**src/rtl/wb_stage_forward.sv**
```systemverilog
// wb_stage_forward: MEM/WB pipeline register, register-file write port, EX forwarding selects and commit counter
//    in : clk, reset (sync, active-low), stall, flush, mem_regwrite, mem_memtoreg, mem_rd, mem_aluresult, mem_readdata, ex_rs, ex_rt
//    out: regwrite, writereg, writedata, forwarda, forwardb (00 regfile, 10 MEM, 01 WB), wbcount
module wb_stage_forward #(
   parameter int DW = 32,
   parameter int AW = 5
) (
   input  logic          clk,
   input  logic          reset,
   input  logic          stall,
   input  logic          flush,
   input  logic          mem_regwrite,
   input  logic          mem_memtoreg,
   input  logic [AW-1:0] mem_rd,
   input  logic [DW-1:0] mem_aluresult,
   input  logic [DW-1:0] mem_readdata,
   input  logic [AW-1:0] ex_rs,
   input  logic [AW-1:0] ex_rt,
   output logic          regwrite,
   output logic [AW-1:0] writereg,
   output logic [DW-1:0] writedata,
   output logic [1:0]    forwarda,
   output logic [1:0]    forwardb,
   output logic [31:0]   wbcount
);
   logic          wb_regwrite_q;
   logic [AW-1:0] wb_rd_q;
   logic [DW-1:0] wb_data_q;
   logic          mem_fwd_ok;
   always_ff @(posedge clk) begin
      if (!reset) begin
         wb_regwrite_q <= 1'b0;
         wb_rd_q       <= '0;
         wb_data_q     <= '0;
         wbcount       <= '0;
      end else begin
         // count only on the edge the instruction leaves WB, so a stalled one counts once
         if (regwrite && !stall && !flush) wbcount <= wbcount + 32'd1;
         if (flush) begin
            wb_regwrite_q <= 1'b0;
            wb_rd_q       <= '0;
            wb_data_q     <= '0;
         end else if (!stall) begin
            wb_regwrite_q <= mem_regwrite;
            wb_rd_q       <= mem_rd;
            wb_data_q     <= mem_memtoreg ? mem_readdata : mem_aluresult;
         end
      end
   end
   assign regwrite  = wb_regwrite_q && (wb_rd_q != '0);
   assign writereg  = wb_rd_q;
   assign writedata = wb_data_q;
   assign mem_fwd_ok = mem_regwrite && (mem_rd != '0);
   // regwrite already excludes $0, so ex_rs/ex_rt of 0 always falls through to 00
   always_comb begin
      forwarda = (mem_fwd_ok && mem_rd == ex_rs) ? 2'b10 : (regwrite && wb_rd_q == ex_rs) ? 2'b01 : 2'b00;
      forwardb = (mem_fwd_ok && mem_rd == ex_rt) ? 2'b10 : (regwrite && wb_rd_q == ex_rt) ? 2'b01 : 2'b00;
   end
endmodule

```
**config.mk**
```make
export PLATFORM = sky130hd
export DESIGN_NAME = wb_stage_forward
export DESIGN_NICKNAME = d
export VERILOG_FILES = /design/src/rtl/wb_stage_forward.sv
export SDC_FILE = /design/constraint.sdc
export NUM_CORES = 1
export LEC_CHECK = 0
export CAP_MARGIN = 20
export CORE_MARGIN = 8
export CORE_UTILIZATION = 45
export DETAILED_ROUTE_END_ITERATION = 16
export GPL_ROUTABILITY_DRIVEN = 0
export PLACE_DENSITY = 0.87
export SLEW_MARGIN = 30
export SYNTH_ARGS = -nofsm -noshare
export SYNTH_HDL_FRONTEND = slang
export SYNTH_SLANG_ARGS = --single-unit
```
**constraint.sdc**
```tcl
create_clock -name clk -period 3.15 [get_ports clk]
set_input_delay 0.4725 -clock clk [delete_from_list [all_inputs] [get_ports clk]]
set_output_delay 0.4725 -clock clk [all_outputs]
set_load 0.005 [all_outputs]
```
==> impl.org <==
** Detailed routing
- Routed wire length per instance :: about 15 um
- Summing over every cut layer, the via total after detailed routing is around 3,500.
- DRC violation count after routing :: 0
- Dividing the detail-routed via count by the number of cells gives between 5 and 6.
- Initial DRT Pass Iterations :: 4
- Drt first-iter violations :: 96
- Aggregate routed wire length :: around 10 mm
- The count of nets left with antenna violations once routing finished came out at 0.

** Worst hold path
- Hold Crit Class :: reg2reg
- Instance count along the most critical hold path :: 2
- The worst hold path begins at wbcount[31].
- The path with the worst hold slack has its endpoint at wbcount[31].

** Synthesis
- sky130_fd_sc_hd__nor2_1 is the most common cell in the netlist.
- Fraction of synthesized cell area taken by the top area cell type :: between 40% and 50%
- Most area-consuming cells after synthesis :: sky130_fd_sc_hd__dfxtp_1 41%, sky130_fd_sc_hd__mux2i_1 12%, sky130_fd_sc_hd__nor2_1 9.5%
- Synth warn :: 0
- Instance count of the mapped netlist :: just over 400
- Among all flip-flop cells after synthesis, the most frequent one is sky130_fd_sc_hd__dfxtp_1.
- Mean instance size in the synthesized netlist :: approximately 8.4 sq um
- Synthesis instantiated 35 different standard cells from the library.
- Summing every instance area after synthesis gives 3410 sq um.
- Number of synthesized flops with an enable pin :: 0
- Synthesis inferred 70 register bits.
- Cell type contributing the most total cell area after synthesis :: sky130_fd_sc_hd__dfxtp_1
- When the netlist entered floorplanning its net count stood at between 400 and 500.
- Sequential cells were found to cover approximately two fifths of the synthesized design area.
- Ys async rst share :: 0%
- Commonest cells in the synthesized netlist :: 86 x sky130_fd_sc_hd__nor2_1, 70 x sky130_fd_sc_hd__dfxtp_1, 47 x sky130_fd_sc_hd__a21oi_1, 40 x sky130_fd_sc_hd__mux2i_1, 21 x sky130_fd_sc_hd__xnor2_1

** Worst setup path
- Series of cell instances along the critical path :: clkdlybuf4s50_1, or4_1, o21ai_1, nor4_1, nor4_1, clkdlybuf4s50_1
- Worst r2r dst :: wbcount[30]
- Buffers and inverters on the worst path :: 2
- Crit Path Max Fanout :: 2
- In this design, the stage delay of the slowest critical-path cell is ~560 ps.
- Critical path class :: in2out
- CP Capture Type :: primary output
- Standard cell with the maximum stage delay on the critical path :: sky130_fd_sc_hd__clkdlybuf4s50_1
- Worst reg2reg path startpoint :: wbcount[0]
- Critical path's top delay family :: buffers and inverters
- Data required time of the worst path :: 2680 ps
- The setup check on the worst reg-to-reg path leaves a slack of approximately 800 ps.
- CP Launch Type :: input pin
- STA puts the critical path data arrival time at ~2500 ps.
- The number of cells on the worst reg-to-reg path is 6.

** Timing
- Subtracting the final worst setup slack from the clock period gives 2980 ps.
- Measured against its own limit, the worst slew margin works out to between 30% and 40%.
- Share of the cycle needed by the critical path after routing :: 94.6%
- RSZ-0062 raised after global routing :: no
- Slew at the pin closest to its max-slew limit :: a little over 900 ps
- Hold is met by just under 500 ps.
- Number of failing setup endpoints in the final timing report :: 0
- Final hold vios :: 0
- Number of pins exceeding their max-slew limit in the final report :: 0
- The clock arrives with 5.17 ps of skew.
- Achievable Freq :: around 340 MHz

** Clock tree
- TritonCTS created 9 clock buffers.
- Clock tree from TritonCTS :: yes
- The cell sitting at the root of the clock tree is a sky130_fd_sc_hd__clkbuf_8.
- Buffers inserted to repair hold after CTS numbered 0.
- Clock latency at the later pin of the worst-skew pair :: between 300 and 400 ps
- Worst-case clock buffer depth :: 2
- After clock tree synthesis, the clock-pin slew on the worst setup and hold paths is 70 ps.
- The clock tree synthesis step divided the H-tree into 3 levels.
- CTS saw 70 sinks.

** Placement
- Detailed placement finished with a half-perimeter wire length of 8.08 mm.
- Number of placed instances with taps included :: 650
- In this run the tool buffered the top-level ports with about 160 buffer cells.

** Floorplan
- Die Width :: 103 um
- Site row count :: 31
- The core region is between 7000 and 8000 sq um.
- I/O pin cnt :: between 150 and 200
- In this run the vertical extent of the chip is slightly above 100 um.
- Starting Density :: between 40% and 50%
- Total die area :: 10,600 sq um

** Final layout
- Final cell utilization of the core :: between 70% and 80%
- At the end of the flow, the number of nets in the layout was between 600 and 700.
- Proportion of layout cells with a drive suffix above 1 :: 4.78%
- Diode count :: 0
- The area growth from synthesis to layout is 54.1%.
- Final non-filler cell total :: about 660
- The sequential cells in the finished layout cover a total of 1400 sq um.
- Total of fill cells in the finished design :: 612
- The multi-input combinational cells in the finished layout cover a total of 1880 sq um.

** Power
- In this run the power density over the cells is between 300 and 400 nW/um^2.
- Leakage :: about 2 nW
- IR drop worst, VDD :: 183 uV
- Tot Pwr :: between 1.5 and 2 mW

** Global route
- First-pass GRT wire length :: between 15 and 20 mm
- Number of global-route vias before repair :: 3,467
- GRT Total Usage :: 19.4%
- The number of antenna violations at the first check in global routing came to 0.
- Pin count of the biggest net entering global routing :: slightly above 70
- Remaining global-route overflow :: 0

** Run status
- The flow ran to the end, and the final reports show no timing, DRC or antenna violations.

** Flow run
- Max-cap violation count :: 0
metrics by stage:
stage	setup TNS (ps)	area [sq um]	setup WS [ps]
2_1_floorplan	0	3410	1040
3_3_place_gp	0	5070	63.7
3_5_place_dp	-47.7	5070	-47.7
4_1_cts	0	5250	45.9
5_1_grt	0	5250	31.3
6_report	0	5250	170
registers in the layout, summed over array words and instances, names as in the netlist:
signal and cells:
wb_regwrite_q 1, wbcount 32, writedata 32, writereg 5
metal layers:
metal	GRT usage, %	up-vias	share of wire (%)
met5	0	-	0
met4	4.89	0	1.2
met3	8.44	11	9.6
met2	33.9	122	49
met1	21.0	1627	40
li1	-	1717	-
power by group:
| part | switching, mW | internal, mW | total, mW |
|---|---|---|---|
| clock network | 0.305 | 0.341 | 0.646 |
| logic | 0.114 | 0.179 | 0.293 |
| registers | 0.0118 | 0.902 | 0.914 |
| total | 0.431 | 1.42 | 1.85 |
cells by family after synthesis:
group / count (synthesis) / synth area share (%)
buffers and inverters: 29 / 3.60
XOR/XNOR: 34 / 8.74
AO/OA/AOI/OAI: 67 / 10.6
multiplexers: 40 / 11.8
flip-flops: 70 / 41.1
AND/OR/NAND/NOR: 167 / 23.8
adder cells (fa/ha/maj): 1 / 0.367
worst max path at each step:
| stage | startpoint | endpoint | slack (ps) | cells after the start |
|---|---|---|---|---|
| final | mem_rd[4] | forwarda[0] | 170 | 6 |
| after global routing | mem_rd[4] | forwarda[0] | 30 | 6 |
| after CTS | mem_rd[4] | forwarda[0] | 50 | 6 |
| after detailed placement | mem_rd[4] | forwarda[0] | -50 | 6 |
| after global placement | mem_rd[4] | forwardb[0] | 60 | 6 |
| after floorplan | stall | wbcount[31] | 1040 | 7 |
what timing repair did:
item,4_1_cts,5_1_grt
setup buffers,0,0
endpoints found under the setup margin,1,2
gates resized for setup,1,0
pin swaps,0,2
layout by cell type (no fill, tap or decap), types with 5 or more instances in the layout:
cell,count
sky130_fd_sc_hd__clkdlybuf4s50_1,156
sky130_fd_sc_hd__nor2_1,86
sky130_fd_sc_hd__dfxtp_1,70
sky130_fd_sc_hd__a21oi_1,47
sky130_fd_sc_hd__mux2i_1,40
sky130_fd_sc_hd__xnor2_1,21
sky130_fd_sc_hd__nand2_1,16
sky130_fd_sc_hd__xor2_1,13
sky130_fd_sc_hd__or3_1,13
sky130_fd_sc_hd__clkbuf_8,12
sky130_fd_sc_hd__nand3_1,11
sky130_fd_sc_hd__o21ai_0,11
sky130_fd_sc_hd__nor4_1,7
sky130_fd_sc_hd__nand4_1,7
sky130_fd_sc_hd__buf_4,7
sky130_fd_sc_hd__inv_1,6
sky130_fd_sc_hd__nor3_1,6
sky130_fd_sc_hd__or4_1,5
worst min-delay path: cells and delay by family, from the launching register on:
kind           cells  cell delay (ps)
flip-flops         1              320
AO/OA/AOI/OAI      2              110
layout make-up:
type | count | share of cell area, %
Inverter | 6 | 0.429
Sequential cell | 70 | 26.7
Tap cell | 99 | 2.36
Clock inverter | 1 | 0.0954
Timing Repair Buffer | 166 | 31.3
Clock buffer | 13 | 3.22
Multi-Input combinational cell | 309 | 35.9
(Power assumes the default switching activity.)
